File: src/rtl/lsu_subword.sv
// Load/store unit bridging core byte/half/word requests onto a word-only data memory.
// Sub-word stores are done as read-modify-write; loads are lane-extracted and extended.
//
// state | meaning
// IDLE  | ready for a request; decodes errors on acceptance
// RD    | word read; load result or merge word captured
// WR    | single-cycle memory write (SW direct, SB/SH merged)
// RESP  | done pulse with rdata/err
module lsu_subword #(
   parameter int MEM_BYTES = 16384
) (
   input  logic        clk,
   input  logic        rst_n,
   input  logic        req,
   input  logic        we,
   input  logic [2:0]  funct3,
   input  logic [31:0] addr,
   input  logic [31:0] wdata,
   output logic        ready,
   output logic        done,
   output logic [31:0] rdata,
   output logic        err,
   output logic        MemWrite,
   output logic [31:0] memory_address,
   output logic [31:0] WD2,
   input  logic [31:0] Data
);

   typedef enum logic [1:0] {IDLE, RD, WR, RESP} state_t;

   state_t      state, state_nxt;
   logic        we_q;
   logic [2:0]  f3_q;
   logic [31:0] addr_q;
   logic [31:0] wdata_q;
   logic [31:0] merge_q;
   logic [31:0] rdata_q;
   logic        err_q;

   logic        illegal, misaligned, fault, bad;
   logic        accept;
   logic [7:0]  byte_sel;
   logic [15:0] half_sel;
   logic [31:0] load_val;
   logic [31:0] wr_word;

   assign accept = req && ready;

   always_comb begin
      illegal    = (funct3 == 3'b011) || (funct3 == 3'b110) || (funct3 == 3'b111) ||
                   (we && funct3[2]);
      misaligned = ((funct3[1:0] == 2'b01) && addr[0]) ||
                   ((funct3[1:0] == 2'b10) && (addr[1:0] != 2'b00));
      fault      = (addr >= 32'(MEM_BYTES));
      bad        = illegal || misaligned || fault;
   end

   always_comb begin
      byte_sel = Data[{addr_q[1:0], 3'b000} +: 8];
      half_sel = addr_q[1] ? Data[31:16] : Data[15:0];
      case (f3_q)
         3'b000:  load_val = {{24{byte_sel[7]}}, byte_sel};
         3'b100:  load_val = {24'd0, byte_sel};
         3'b001:  load_val = {{16{half_sel[15]}}, half_sel};
         3'b101:  load_val = {16'd0, half_sel};
         default: load_val = Data;
      endcase
   end

   always_comb begin
      wr_word = merge_q;
      case (f3_q[1:0])
         2'b00:   wr_word[{addr_q[1:0], 3'b000} +: 8] = wdata_q[7:0];
         2'b01:   wr_word[{addr_q[1], 4'b0000} +: 16] = wdata_q[15:0];
         default: wr_word = wdata_q;
      endcase
   end

   always_comb begin
      state_nxt = state;
      case (state)
         IDLE: begin
            if (accept) begin
               if (bad)                        state_nxt = RESP;
               else if (!we)                   state_nxt = RD;
               else if (funct3[1:0] == 2'b10)  state_nxt = WR;
               else                            state_nxt = RD;
            end
         end
         RD:      state_nxt = we_q ? WR : RESP;
         WR:      state_nxt = RESP;
         default: state_nxt = IDLE;
      endcase
   end

   always_ff @(posedge clk) begin
      if (!rst_n) begin
         state   <= IDLE;
         we_q    <= 1'b0;
         f3_q    <= 3'd0;
         addr_q  <= 32'd0;
         wdata_q <= 32'd0;
         merge_q <= 32'd0;
         rdata_q <= 32'd0;
         err_q   <= 1'b0;
      end else begin
         state <= state_nxt;
         case (state)
            IDLE: begin
               if (accept) begin
                  we_q    <= we;
                  f3_q    <= funct3;
                  addr_q  <= addr;
                  wdata_q <= wdata;
                  err_q   <= bad;
                  rdata_q <= 32'd0;
               end
            end
            RD: begin
               if (we_q) merge_q <= Data;
               else      rdata_q <= load_val;
            end
            RESP: begin
               err_q   <= 1'b0;
               rdata_q <= 32'd0;
            end
            default: ;
         endcase
      end
   end

   // Reset gates the memory-side strobes immediately, so a WR cut short by reset never writes.
   always_comb begin
      ready          = rst_n && (state == IDLE);
      done           = rst_n && (state == RESP);
      rdata          = rdata_q;
      err            = err_q;
      MemWrite       = rst_n && (state == WR);
      memory_address = (rst_n && (state == RD || state == WR)) ? {addr_q[31:2], 2'b00} : 32'd0;
      WD2            = (rst_n && (state == WR)) ? wr_word : 32'd0;
   end

endmodule
File: config.mk
export PLATFORM = sky130hd
export DESIGN_NAME = lsu_subword
export DESIGN_NICKNAME = d
export VERILOG_FILES = /design/src/rtl/lsu_subword.sv
export SDC_FILE = /design/constraint.sdc
export NUM_CORES = 1
export LEC_CHECK = 0
export BUFFER_PORTS_ARGS = -buffer_cell sky130_fd_sc_hd__buf_4
export CAP_MARGIN = 20
export CORE_MARGIN = 2
export CORE_UTILIZATION = 40
export CTS_CLUSTER_SIZE = 30
export DETAILED_ROUTE_END_ITERATION = 8
export PLACE_DENSITY = 0.61
export SKIP_LAST_GASP = 1
export SYNTH_ARGS = -nofsm -noshare
export SYNTH_HDL_FRONTEND = slang
export SYNTH_SLANG_ARGS = --single-unit
File: constraint.sdc
create_clock -name clk -period 3.1 [get_ports clk]
set_clock_uncertainty 0.15 [all_clocks]
set_input_delay 0.31 -clock clk [delete_from_list [all_inputs] [get_ports clk]]
set_output_delay 0.31 -clock clk [all_outputs]
set_load 0.05 [all_outputs]
==> results.md, run 1 <==
- Hold Path Depth: 3
- # fillers: around 1500
- Hold_ws: 0.0117 ns
- Setup crit end kind: primary output
- DRC viols: 0
- Initial core utilization: 40.7%
- Multi-input logic area: 3770 um2
- Fin nets: 1225
- Final hold violations: 0
- Leading area contributor after synthesis: dfxtp_1
- Final wirelength: 23600 um
- Latest clock arrival within the worst-skew pair: 0.42 ns
- PortBufs: 200
- Cell area after layout: 9910 um2
- Non-Filler Instances: between 1000 and 1500
- Die X: 134 um
- FF-to-FF setup slack: 0.68 ns
- Total Routing Usage GR: 25.7%
- Worst path arrival time: 2.54 ns
- Slowest-stage cell, CP: ha_1
- Layout area overhead: 47.5%
- Buf/Inv on CP: 3
- Critical R2R Capture: rdata[6]
- Placed instance count: 1236
- Die Y: 134 um
- Worst-path cell chain: inv_1 > ha_1 > nor4bb_4 > buf_4 > a221oi_1 > a211o_1 > a21oi_2 > buf_4
- Max-Cap Viols: 0
- RD Place Congestion: 0.856
- Worst endpoint required time: 2.64 ns
- Min-delay src: addr[1]
- Routed len/inst: 17.6 um
- Crit-path leading delay family: buffers and inverters
- Most used cell, CP: buf_4
- Async SR Flop Fraction: 0%
- Unrepaired setup endpoints after global routing: yes
- Post-synthesis sequential area ratio: 40.2%
- Max_slew headroom: 31.7%
- Register area: 2710 um2
- Post-DP Area: about 8400 um2
- I/O pins: 203
- Leak: 3.97 nW
- Finish-stage setup viols: 0
- Flops & latches, synth: 135
- Grt total ovfl: 0
- PD cells: between 600 and 700 nW/um2
- Remaining antenna violation count: 0
- Core area: 16500 um2
- Total die area: 17900 um2
- Vias: 7273
- Initial antenna violation count: 0
- Hold Crit Class: in -> reg
- Tcrit/Tclk final: 96.8%
- First-pass GRT wire length: 36300 um
- Drt initial violations: approximately 640
- Synth area leaders: dfxtp_1, nand2_1, o21ai_0
- Vias in the first global route: 6741
- Share of cells above drive strength 1: 27.4%
- F_max: 0.333 GHz
- CTS H-tree depth: 4
- Syn Std Cell Area: 6720 um2
- Hpwl dp: roughly 16000 um
- Yosys cell types: 54
- CP Class: reg -> out
- # diodes: 0
- Vias per cell: 5.40
- Syn avg cell area: 7.73 um2
- Setup TNS: 0 ns
- Dominant synthesized flop cell: dfxtp_1
- CTS Buf Count: 17
- CTS tree: done
- Ys Warns: 0
- Clk buf depth: 2
- Power Total: roughly 6 mW
- Clock Sinks: approximately 140
- Outcome: finished clean
- Commonest cells post-synth: nand2_1, dfxtp_1, o21ai_0
- Synthesized instance count: 869
- Worst slew pin tran: a little over 1 ns
- R2R cell count: 7
- Crit path time final: 3.00 ns
- Clock Root Buffer: clkbuf_16
- Row count: 47
- Post-synth EDFFs: 0
- Peak supply drop: 0.423 mV
- Final slew viol count: 0
- Pre-antenna DRT Iters: 6
- Count leader, synth: nand2_1
- Clock transition at path regs: 0.06 ns
- Maximum number of pins on one net before global-route repair: 83
- Critical path's largest stage delay: 0.37 ns
- Top cell type's share of synthesized area: 40.2%
- FF-to-FF Start: state[0]
- Crit path launch type: flip-flop
- Worst Path Max Fanout: 8
- WHS Endpoint: addr_q[1]
- Post-CTS setup buffers: 0
==> state kept, by name (all words and copies together), names as in the netlist <==
signal	flops
state	2
addr_q	32
merge_q	32
wdata_q	32
rdata	32
we_q	1
err	1
f3_q	3
==> tightest hold or removal path: cells and delay by family <==
family                 cells  cell delay [ns]
buffers and inverters      1             0.09
and+or+nand+nor            1             0.07
AOI/OAI and AO/OA          1             0.07
==> how the worst max path moves through the flow <==
stage | from | to | slack, ns | cells past startpoint
floorplan | addr_q[1] | WD2[10] | 0.02 | 9
global placement | addr_q[1] | WD2[30] | 0.57 | 8
detailed placement | addr_q[1] | WD2[7] | 0.53 | 7
CTS | addr_q[1] | WD2[30] | 0.07 | 8
global route | addr_q[1] | WD2[22] | -0.03 | 8
finish | addr_q[1] | WD2[20] | 0.1 | 8
==> layout by cell type, fill, tap and decap left out, types with 17 or more instances in the layout <==
master / synthesis / routed
nand2_1: 242 / 242
buf_4: 3 / 218
dfxtp_1: 135 / 132
o21ai_0: 92 / 92
dlygate4sd3_1: 0 / 78
a21oi_1: 63 / 47
and3_1: 31 / 31
nor2_1: 33 / 24
a22oi_1: 18 / 18
a221oi_1: 17 / 17
clkbuf_16: 0 / 17
==> per-layer routing <==
layer  global-route usage [%]  vias to the layer above  wire, um  share of wire (%)
met3                     5.56                       37      1660                7.0
li1                         -                     3549         -                  -
met2                     41.5                      306     11100                 47
met1                     34.0                     3381     10400                 44
met5                        0                        -         0                  0
met4                     9.28                        0       446                1.9
==> power by group <==
part / switching, mW / internal [mW] / leakage, nW
combinational: 1.08 / 0.640 / 2.56
clock: 0.821 / 1.40 / 0.308
sequential: 0.184 / 1.93 / 1.10
total: 2.08 / 3.97 / 3.97
==> through the flow <==
step	utilization [%]	setup WS (ns)
finish	60.0	0.0977
global route	60.0	-0.0269
CTS	59.7	0.0707
detailed placement	51.1	0.535
global placement	51.1	0.568
floorplan	-	0.0186
==> layout make-up <==
type	instances	area share, %
clock inverter	13	1.96
multi-input combinational	648	38.0
tap	220	2.78
sequential	135	27.3
inverter	11	0.417
clock buffer	19	4.57
timing repair buffer	300	24.9
==> kinds of logic after synthesis <==
| kind of cell | share of synthesized area [%] |
|---|---|
| AO/OA/AOI/OAI | 26.9 |
| adder cells (fa/ha/maj) | 1.68 |
| buffers and inverters | 5.42 |
| flip-flops | 40.2 |
| multiplexers | 3.89 |
| other | 0.0558 |
| AND/OR/NAND/NOR | 21.8 |
==> repair_timing <==
| action | 4_1_cts | 5_1_grt |
|---|---|---|
| setup endpoints to repair | 0 | 14 |
| endpoints found under the hold margin | 78 | 0 |
| gates resized for setup | 0 | 6 |
| hold buffers | 78 | 0 |
(Power assumes the default switching activity.)
==> run 2: changes to the inputs <==
--- a/config.mk
+++ b/config.mk
@@ -7,11 +7,13 @@
 export LEC_CHECK = 0
 export BUFFER_PORTS_ARGS = -buffer_cell sky130_fd_sc_hd__buf_4
 export CAP_MARGIN = 20
+export CELL_PAD_IN_SITES_DETAIL_PLACEMENT = 2
+export CELL_PAD_IN_SITES_GLOBAL_PLACEMENT = 2
 export CORE_MARGIN = 2
-export CORE_UTILIZATION = 40
+export CORE_UTILIZATION = 29
 export CTS_CLUSTER_SIZE = 30
 export DETAILED_ROUTE_END_ITERATION = 8
-export PLACE_DENSITY = 0.61
+export PLACE_DENSITY_LB_ADDON = 0.15
 export SKIP_LAST_GASP = 1
 export SYNTH_ARGS = -nofsm -noshare
 export SYNTH_HDL_FRONTEND = slang
==> run 2 against run 1 <==
Sequential share of layout area shrank 0.12 points. Flip-flop and latch count is the same. Total power shrank 2.2%. Sequential power is essentially flat. First-iteration DRC count shrank 59%. Die area grew 37%. Largest cell class unchanged.
==> results.md, run 2 (synthesized netlist as in run 1, its figures left out) <==
- Total die area: about 24000 um2
- Power Total: 5.92 mW
- Clock transition at path regs: 0.06 ns
- Routed len/inst: 20.7 um
- PortBufs: 200
- Max_slew headroom: between 40% and 50%
- Maximum number of pins on one net before global-route repair: ~130
- Worst path arrival time: 2.50 ns
- Vias in the first global route: 7987
- Most common cell after layout, fill and taps aside: nand2_1
- Final Util: 43.8%
- First-pass GRT wire length: around 45000 um
- Hold Crit Class: in -> reg
- CTS tree: done
- Post-DP Area: around 8500 um2
- Fin nets: roughly 1200
- CP Class: reg -> out
- Drt initial violations: 260
- Clock Sinks: 135
- Cell area after layout: 9950 um2
- Post-CTS setup buffers: 0
- Register area: 2710 um2
- Clock Root Buffer: clkbuf_16
- Leak: 3.95 nW
- PD cells: 595 nW/um2
- RD Place Congestion: 0.781
- Grt total ovfl: 0
- Initial core utilization: between 20 and 30%
- Tcrit/Tclk final: between 90% and 100%
- Finish-stage setup viols: 0
- Worst slew pin tran: a little under 0.8 ns
- Share of cells above drive strength 1: 27.5%
- Hpwl dp: 19400 um
- Latest clock arrival within the worst-skew pair: 0.42 ns
- Clk buf depth: 2
- Worst Path Max Fanout: 12
- Worst endpoint required time: 2.64 ns
- DRC viols: 0
- CTS Buf Count: 17
- Pre-antenna DRT Iters: 5
- Unrepaired setup endpoints after global routing: yes
- Vias: 7410
- Total Routing Usage GR: a little under a quarter
- Die Y: 156 um
- Final wirelength: 29200 um
- Final slew viol count: 0
- Initial antenna violation count: 0
- Die X: 156 um
- Outcome: finished clean
- Remaining antenna violation count: 0
- Row count: 55
- Layout area overhead: 48.1%
- Final hold violations: 0
- Max-Cap Viols: 0
- Peak supply drop: 0.377 mV
- Multi-input logic area: between 3000 and 4000 um2
- CTS H-tree depth: 4
- Vias per cell: 5.24
- I/O pins: between 200 and 250
- Crit path launch type: flip-flop
- # fillers: 2531
- Setup crit end kind: primary output
- Crit path time final: a little under 3 ns
- F_max: 0.337 GHz
- Core area: 22700 um2
- Most frequent cells in the layout: nand2_1, buf_4, dfxtp_1, o21ai_0, dlygate4sd3_1
- # diodes: 0
-- run 2: cell types whose count changed in the layout (fill, tap and decap cells not counted) --
| cell | change |
|---|---|
| dlygate4sd3_1 | +3 |
| nor4bb_2 | +1 |
| clkinv_4 | +1 |
| clkbuf_8 | -1 |
| nor2b_1 | -1 |
| bufinv_16 | -3 |
| nor2b_2 | +1 |
| buf_12 | +1 |
| buf_6 | -1 |
| inv_6 | +4 |
| inv_8 | -1 |
| nor4bb_4 | -1 |
-- run 2: power breakdown --
group          internal [mW]  leakage, nW  switching [mW]
clock                   1.14        0.275           0.860
combinational          0.650         2.57            1.13
sequential              1.93         1.10           0.203
-- run 2: repair_timing --
item	in CTS	in global routing
endpoints found under the hold margin	81	0
gates resized for setup	0	5
hold buffers	81	0
setup endpoints to repair	0	20
-- run 2: layout make-up --
class / instances / share of cell area (%)
clock inverter: 14 / 1.37
clock buffer: 18 / 4.41
tap: 285 / 3.58
sequential: 135 / 27.2
multi-input combinational: 648 / 37.8
inverter: 11 / 0.415
timing repair buffer: 303 / 25.2
-- run 2: through the flow --
step	TNS, ns	cells	hold WS, ns	setup WS, ns
2_1_floorplan	0	870	0.268	0.0186
3_3_place_gp	0	1301	0.291	0.565
3_5_place_dp	0	1301	0.299	0.506
4_1_cts	0	1414	0.00448	0.0412
5_1_grt	-0.000524	1414	0.0173	-0.000524
6_report	0	1414	0.0138	0.135
-- run 2: worst paths after layout --
| check | from | to | slack (ns) | cells past startpoint |
|---|---|---|---|---|
| max reg2reg | addr_q[1] | rdata[7] | 0.67 | 5 |
| min | funct3[0] | f3_q[0] | 0.01 | 3 |
| max | addr_q[1] | WD2[8] | 0.14 | 8 |
| min reg2reg | addr_q[28] | addr_q[28] | 0.30 | 2 |
-- run 2: metal layers --
metal,global-route usage (%),vias to the layer above,wire length [um]
li1,-,3557,-
met1,28.5,3620,12200
met2,43.5,193,15000
met3,5.12,40,1520
met4,6.86,0,561
met5,0,-,0
-- run 2: critical path, stage by stage, from the launching register on --
cell and delay, ns:
dfxtp_2 0.32, inv_1 0.12, buf_4 0.23, ha_1 0.21, and4b_1 0.44, a22o_1 0.20
nand2_1 0.06, a21oi_1 0.24, buf_4 0.25
